## src/rtl/draw_pkg.sv

```systemverilog
// Shared types and width helpers for the rectangle drawing pipeline.
package draw_pkg;

  // Default framebuffer coordinate width and its one-bit-wider companion,
  // used for inner-bound arithmetic that must never wrap.
  localparam int CORDW_DEF = 16;
  localparam int CORDW_EXT = CORDW_DEF + 1;

  typedef enum logic {
    MODE_OUTLINE = 1'b0,
    MODE_FILL    = 1'b1
  } mode_t;

  typedef enum logic [1:0] {
    ST_IDLE = 2'd0,
    ST_INIT = 2'd1,
    ST_DRAW = 2'd2,
    ST_DONE = 2'd3
  } rect_state_t;

  // Extended width for a given coordinate width.
  function automatic int ext_w(input int cordw);
    return cordw + 1;
  endfunction

endpackage

```

## src/rtl/rect_row_span.sv

```systemverilog
// Per-row span helper: decides whether the current row crosses the hollow
// interior of an outline rectangle and where the scan jumps over it.
module rect_row_span
  import draw_pkg::*;
#(
  parameter int CORDW = CORDW_DEF,
  parameter int EW    = CORDW_EXT
) (
  input  logic [CORDW-1:0] y,
  input  logic [EW-1:0]    ixl,
  input  logic [EW-1:0]    ixr,
  input  logic [EW-1:0]    iyt,
  input  logic [EW-1:0]    iyb,
  input  mode_t            mode,
  output logic             row_interior,
  output logic [CORDW-1:0] skip_from,
  output logic [CORDW-1:0] skip_to
);

  logic [EW-1:0] y_ext;

  // Interior exists only in outline mode with a non-empty inner box; the
  // skip points are only meaningful when row_interior is high, in which
  // case ixl-1 >= xa and ixr+1 <= xb, so both fit the coordinate width.
  always_comb begin
    y_ext        = {1'b0, y};
    row_interior = (mode == MODE_OUTLINE) &&
                   (ixl <= ixr) && (iyt <= iyb) &&
                   (y_ext >= iyt) && (y_ext <= iyb);
    skip_from    = ixl[CORDW-1:0] - CORDW'(1);
    skip_to      = ixr[CORDW-1:0] + CORDW'(1);
  end

endmodule

```

## src/rtl/draw_rectangle_ext.sv

```systemverilog
// Rectangle rasteriser: emits one pixel per enabled cycle, row-major, for a
// filled rectangle or a bordered outline of programmable thickness.
module draw_rectangle_ext
  import draw_pkg::*;
#(
  parameter int CORDW = CORDW_DEF
) (
  input  logic             clk,
  input  logic             rst_n,
  input  logic             start,
  input  logic             oe,
  input  logic             mode,
  input  logic [CORDW-1:0] thick,
  input  logic [CORDW-1:0] x0,
  input  logic [CORDW-1:0] y0,
  input  logic [CORDW-1:0] x1,
  input  logic [CORDW-1:0] y1,
  output logic [CORDW-1:0] x,
  output logic [CORDW-1:0] y,
  output logic             drawing,
  output logic             busy,
  output logic             done
);

  localparam int EW = ext_w(CORDW);

  rect_state_t      state_reg, state_next;
  mode_t            mode_reg, mode_next;
  logic [CORDW-1:0] te_reg, te_next;
  logic [CORDW-1:0] xa_reg, xa_next, xb_reg, xb_next;
  logic [CORDW-1:0] ya_reg, ya_next, yb_reg, yb_next;
  logic [EW-1:0]    ixl_reg, ixl_next, ixr_reg, ixr_next;
  logic [EW-1:0]    iyt_reg, iyt_next, iyb_reg, iyb_next;
  logic [CORDW-1:0] cx_reg, cx_next, cy_reg, cy_next;
  logic [CORDW-1:0] x_reg, x_next, y_reg, y_next;
  logic             drawing_reg, drawing_next;
  logic             busy_reg, busy_next;
  logic             done_reg, done_next;

  logic             row_interior;
  logic [CORDW-1:0] skip_from, skip_to;
  logic [EW-1:0]    xa_e, xb_e, ya_e, yb_e, te_e;
  logic [EW-1:0]    ixl_calc, ixr_calc, iyt_calc, iyb_calc;

  rect_row_span #(
    .CORDW (CORDW),
    .EW    (EW)
  ) u_span (
    .y            (cy_reg),
    .ixl          (ixl_reg),
    .ixr          (ixr_reg),
    .iyt          (iyt_reg),
    .iyb          (iyb_reg),
    .mode         (mode_reg),
    .row_interior (row_interior),
    .skip_from    (skip_from),
    .skip_to      (skip_to)
  );

  // Inner bounds in extended width; a right/bottom bound that would go
  // negative clamps to 0, which is always below the left/top bound (>= 1)
  // and therefore yields an empty interior instead of a wrapped one.
  always_comb begin
    xa_e     = {1'b0, xa_reg};
    xb_e     = {1'b0, xb_reg};
    ya_e     = {1'b0, ya_reg};
    yb_e     = {1'b0, yb_reg};
    te_e     = {1'b0, te_reg};
    ixl_calc = xa_e + te_e;
    iyt_calc = ya_e + te_e;
    ixr_calc = (xb_e < te_e) ? '0 : (xb_e - te_e);
    iyb_calc = (yb_e < te_e) ? '0 : (yb_e - te_e);
  end

  // Next-state and next-output logic for the scan FSM.
  always_comb begin
    state_next   = state_reg;
    mode_next    = mode_reg;
    te_next      = te_reg;
    xa_next      = xa_reg;
    xb_next      = xb_reg;
    ya_next      = ya_reg;
    yb_next      = yb_reg;
    ixl_next     = ixl_reg;
    ixr_next     = ixr_reg;
    iyt_next     = iyt_reg;
    iyb_next     = iyb_reg;
    cx_next      = cx_reg;
    cy_next      = cy_reg;
    x_next       = x_reg;
    y_next       = y_reg;
    drawing_next = 1'b0;
    busy_next    = busy_reg;
    done_next    = 1'b0;

    case (state_reg)
      ST_IDLE: begin
        if (start) begin
          state_next = ST_INIT;
          busy_next  = 1'b1;
          mode_next  = mode_t'(mode);
          te_next    = (thick == '0) ? CORDW'(1) : thick;
          xa_next    = (x0 < x1) ? x0 : x1;
          xb_next    = (x0 < x1) ? x1 : x0;
          ya_next    = (y0 < y1) ? y0 : y1;
          yb_next    = (y0 < y1) ? y1 : y0;
        end
      end

      ST_INIT: begin
        ixl_next   = ixl_calc;
        ixr_next   = ixr_calc;
        iyt_next   = iyt_calc;
        iyb_next   = iyb_calc;
        cx_next    = xa_reg;
        cy_next    = ya_reg;
        state_next = ST_DRAW;
      end

      ST_DRAW: begin
        if (oe) begin
          drawing_next = 1'b1;
          x_next       = cx_reg;
          y_next       = cy_reg;
          if ((cx_reg == xb_reg) && (cy_reg == yb_reg)) begin
            state_next = ST_DONE;
          end else if (row_interior && (cx_reg == skip_from)) begin
            cx_next = skip_to;
          end else if (cx_reg == xb_reg) begin
            cx_next = xa_reg;
            cy_next = cy_reg + CORDW'(1);
          end else begin
            cx_next = cx_reg + CORDW'(1);
          end
        end
      end

      ST_DONE: begin
        done_next  = 1'b1;
        busy_next  = 1'b0;
        state_next = ST_IDLE;
      end

      default: begin
        state_next = ST_IDLE;
      end
    endcase
  end

  // State, latched geometry and registered outputs; reset abandons any shape.
  always_ff @(posedge clk or negedge rst_n) begin
    if (!rst_n) begin
      state_reg   <= ST_IDLE;
      mode_reg    <= MODE_OUTLINE;
      te_reg      <= '0;
      xa_reg      <= '0;
      xb_reg      <= '0;
      ya_reg      <= '0;
      yb_reg      <= '0;
      ixl_reg     <= '0;
      ixr_reg     <= '0;
      iyt_reg     <= '0;
      iyb_reg     <= '0;
      cx_reg      <= '0;
      cy_reg      <= '0;
      x_reg       <= '0;
      y_reg       <= '0;
      drawing_reg <= 1'b0;
      busy_reg    <= 1'b0;
      done_reg    <= 1'b0;
    end else begin
      state_reg   <= state_next;
      mode_reg    <= mode_next;
      te_reg      <= te_next;
      xa_reg      <= xa_next;
      xb_reg      <= xb_next;
      ya_reg      <= ya_next;
      yb_reg      <= yb_next;
      ixl_reg     <= ixl_next;
      ixr_reg     <= ixr_next;
      iyt_reg     <= iyt_next;
      iyb_reg     <= iyb_next;
      cx_reg      <= cx_next;
      cy_reg      <= cy_next;
      x_reg       <= x_next;
      y_reg       <= y_next;
      drawing_reg <= drawing_next;
      busy_reg    <= busy_next;
      done_reg    <= done_next;
    end
  end

  assign x       = x_reg;
  assign y       = y_reg;
  assign drawing = drawing_reg;
  assign busy    = busy_reg;
  assign done    = done_reg;

endmodule

```

## config.mk

```make
export PLATFORM = sky130hd
export DESIGN_NAME = draw_rectangle_ext
export DESIGN_NICKNAME = d
export VERILOG_FILES = /design/src/rtl/draw_pkg.sv /design/src/rtl/rect_row_span.sv /design/src/rtl/draw_rectangle_ext.sv
export SDC_FILE = /design/constraint.sdc
export NUM_CORES = 1
export LEC_CHECK = 0
export CAP_MARGIN = 20
export CORE_MARGIN = 4
export CORE_UTILIZATION = 55
export CTS_CLUSTER_DIAMETER = 100
export DETAILED_ROUTE_END_ITERATION = 8
export GPL_ROUTABILITY_DRIVEN = 1
export PLACE_DENSITY = 0.78
export REMOVE_ABC_BUFFERS = 1
export SETUP_SLACK_MARGIN = 0.2
export SYNTH_ARGS = -nofsm -noshare
export SYNTH_HDL_FRONTEND = slang
export SYNTH_SLANG_ARGS = --single-unit
```

## constraint.sdc

```tcl
create_clock -name clk -period 3.45 [get_ports clk]
set_clock_uncertainty 0.2 [all_clocks]
set_input_delay 0.69 -clock clk [delete_from_list [all_inputs] [get_ports clk]]
set_output_delay 0.69 -clock clk [all_outputs]
set_load 0.005 [all_outputs]
```

==> impl_metrics.tcl <==
set metrics [dict create \
    status "complete, no violations" \
    synth_seq_cells 218 \
    slew_viol_final 0 \
    ys_types 78 \
    area_growth_pct 22.70 \
    start_util 0.5574 \
    ctsLongestPathBuffers 3 \
    grt-ovfl-total 0 \
    cts-htree-levels 1 \
    r2r_cells 12 \
    synth_adder_area_share 0.1321 \
    postLayoutCoreUtil 0.6839 \
    rr_endpoint "cx_reg[0]$_DFFE_PN0P_" \
    routabilityCongestion 0.9697 \
    grt_pass1_vias 15105 \
    crit_end "cx_reg[0]$_DFFE_PN0P_" \
    yosys_warnings 0 \
    hold_path.class "register to register" \
    setup_viol 0 \
    clock.fmax_ghz 0.2955 \
    wl_per_cell_um 22.37 \
    slowest_stage "dfrtp_1" \
    n_fill_cell 2392 \
    max_cap_viol_count 0 \
    rrSetupSlack_ps 70 \
    cts_tree "done" \
    synthesis.area_um2 16520 \
    cp.buffers_inverters 3 \
    clock_latency_ps 550 \
    cts_made_buffers 26 \
    cp_max_fo 6 \
    path_cells "inv_1, ha_1, nand3_1, or3_4, nor4_2, buf_4, nor2_1, a211oi_4, a41oi_4, buf_4, a21oi_4, o221a_2" \
    ant_nets 0 \
    synthFlopType "dfrtp_1" \
    synth_compound_area_frac 0.2218 \
    path_delay_family "compound AO/OA/AOI/OAI gates" \
    critPathCaptureType "register" \
    fin_total_pwr_uw 6294 \
    die_height_um 181.3 \
    final_hold_viol_count 0 \
    core_um2 29640 \
    synthXorXnorAreaFrac 0.06362 \
    synth_seq_area_share 0.3302 \
    nets 2309 \
    avgSynthCellArea_um2 8.754 \
    ys_async_sr_fraction 1.000 \
    fin_crit_ps 3384 \
    route.detailed.drc 0 \
    post-route-period-util 0.9808 \
    synthSimpleGateAreaFrac 0.1595 \
    cts-root-buf "clkbuf_16" \
    antenna_cells 0 \
    cts.sinks 218 \
    rows 63 \
    r2r-start "iyb_reg[14]$_DFFE_PN0N_" \
    yosysTopAreaCell "dfrtp_1" \
    crit_arrival_ps 3670 \
    die_w_um 181.3 \
    port_buffers 119 \
    tightest_slew_ps 611.9 \
    synth.area.top_cells "dfrtp_1 33%, ha_1 13%, nand2_1 5.6%" \
    hold_path_depth 2 \
    vias_per_cell 6.484 \
    track_usage 0.3192 \
    vias 15963 \
    drive_gt1_frac 0.1404 \
    cpPeakStageDelay_ps 430 \
    totalWireLength_um 55090 \
    synth_top_family_by_area "compound AO/OA/AOI/OAI gates" \
    synthMuxAreaShare 0.03590 \
    p_leak_uw 0.008772 \
    synth-edff-count 0 \
    clkTransAtPathRegs_ps 60 \
    drt_pass1_iterations 6 \
    crit_type "register to register" \
    netlist_instances 1887 \
    ir_worst_vdd_mv 0.3071 \
    grt_pass1_wl_um 84500 \
    synth.top_cell.area_share 0.3302 \
    startpoint_type "register" \
    rsz0062_at_grt "true" \
    crit_required_ps 3730 \
    antenna_found_initial 0 \
    io_pins 120 \
    max-slew-margin-rel 0.5867 \
    die_area_um2 32870 \
    cpMostUsedCell "buf_4" \
    grt_start_max_net_pins 96 \
    cp.depth 12 \
    dpl.hpwl_um 41050 \
    drt_iter0_markers 1772 \
    power_density_nw_per_um2 310.5 \
    cp-startpoint "iyb_reg[14]$_DFFE_PN0N_" \
]
[cell type report]
type | count | area [µm²] | share of cell area
Timing Repair Buffer | 241 | 2312 | 0.1141
Multi-Input combinational cell | 1431 | 10650 | 0.5253
Inverter | 134 | 506.7 | 0.02500
Sequential cell | 218 | 5456 | 0.2692
Clock inverter | 13 | 122.6 | 0.006049
Tap cell | 390 | 488.0 | 0.02407
Clock buffer | 35 | 735.7 | 0.03630
[power breakdown]
part | switching (µW) | internal [µW] | total, µW
Sequential | 104 | 2610 | 2720
Clock | 1160 | 1640 | 2800
Combinational | 422 | 357 | 778
Total | 1680 | 4610 | 6290
[Yosys cell counts (all sizes together) (21+ instances only)]
library cell / instances
nand2: 247
dfrtp: 218
ha: 168
inv: 134
o21ai: 103
clkbuf: 86
nor2: 85
a21oi: 72
xnor2: 70
o211ai: 65
o2111ai: 64
xor2: 50
nor3: 39
nand4: 35
mux2: 34
nand3: 34
o22ai: 32
and3: 31
a21o: 29
a211oi: 23
mux2i: 21
nor4: 21
[metrics by stage]
step	instance area [µm²]	setup TNS [ps]	setup WS, ps	std cells	hold WS, ps
floorplan	16080	-106790	-1749	1783	194.4
global placement	18640	0	3.942	2388	262.4
detailed placement	18640	-41.36	-39.17	2388	273.0
CTS	19680	0	151.8	2444	290.1
global route	20270	0	37.17	2462	313.0
finish	20270	0	66.31	2462	282.9
[routing by layer]
| metal | vias to the layer above | GRT usage | share of wire |
|---|---|---|---|
| met5 | - | 0 | 0 |
| met4 | 0 | 0.09156 | 0.033 |
| met3 | 134 | 0.05979 | 0.11 |
| met2 | 865 | 0.4686 | 0.42 |
| met1 | 7671 | 0.4816 | 0.44 |
| li1 | 7293 | - | - |
[layout by cell type, fill, tap and decap left out, types with 28 or more instances in the layout]
master             n
nand2_1          245
dfrtp_1          217
ha_1             166
inv_1            131
clkdlybuf4s50_1  118
buf_4            100
o21ai_0           86
nor2_1            84
xnor2_1           69
a21oi_1           67
o211ai_1          65
o2111ai_1         64
xor2_1            50
nor3_1            36
nand4_1           35
nand3_1           33
and3_1            31
mux2_2            31
a21o_1            29
o22ai_1           29
clkbuf_16         28
[logic make-up after synthesis]
family / after synthesis
mux: 55
simple gates: 561
compound gates: 523
fa+ha+maj: 172
xor+xnor: 120
buf+inv: 238
flops: 218
[timing repair]
item | CTS | global route
pin swaps | 15 | 40
gates cloned | 1 | 2
hold buffers | 1 | 0
gates resized for setup | 22 | 102
endpoints found under the hold margin | 63 | 0
buffers inserted | 6 | 16
endpoints found under the setup margin | 33 | 69
[worst min path at each step]
stage	from	endpoint	slack (ps)
final	x[15]$_DFFE_PN0P_	x[15]$_DFFE_PN0P_	280
after global routing	y[4]$_DFFE_PN0P_	y[4]$_DFFE_PN0P_	310
after CTS	x[15]$_DFFE_PN0P_	x[15]$_DFFE_PN0P_	290
after detailed placement	x[15]$_DFFE_PN0P_	x[15]$_DFFE_PN0P_	270
after global placement	x[15]$_DFFE_PN0P_	x[15]$_DFFE_PN0P_	260
after floorplan	rst_n	busy$_DFFE_PN0P_	190
[worst reg2reg max path: stages (launching register included)]
cell	delay [ps]
dfrtp_1	430
inv_1	100
ha_1	320
nand3_1	120
or3_4	420
nor4_2	270
buf_4	160
nor2_1	80
a211oi_4	350
a41oi_4	190
buf_4	180
a21oi_4	270
o221a_2	240
Power figures use the tool's default switching activity.
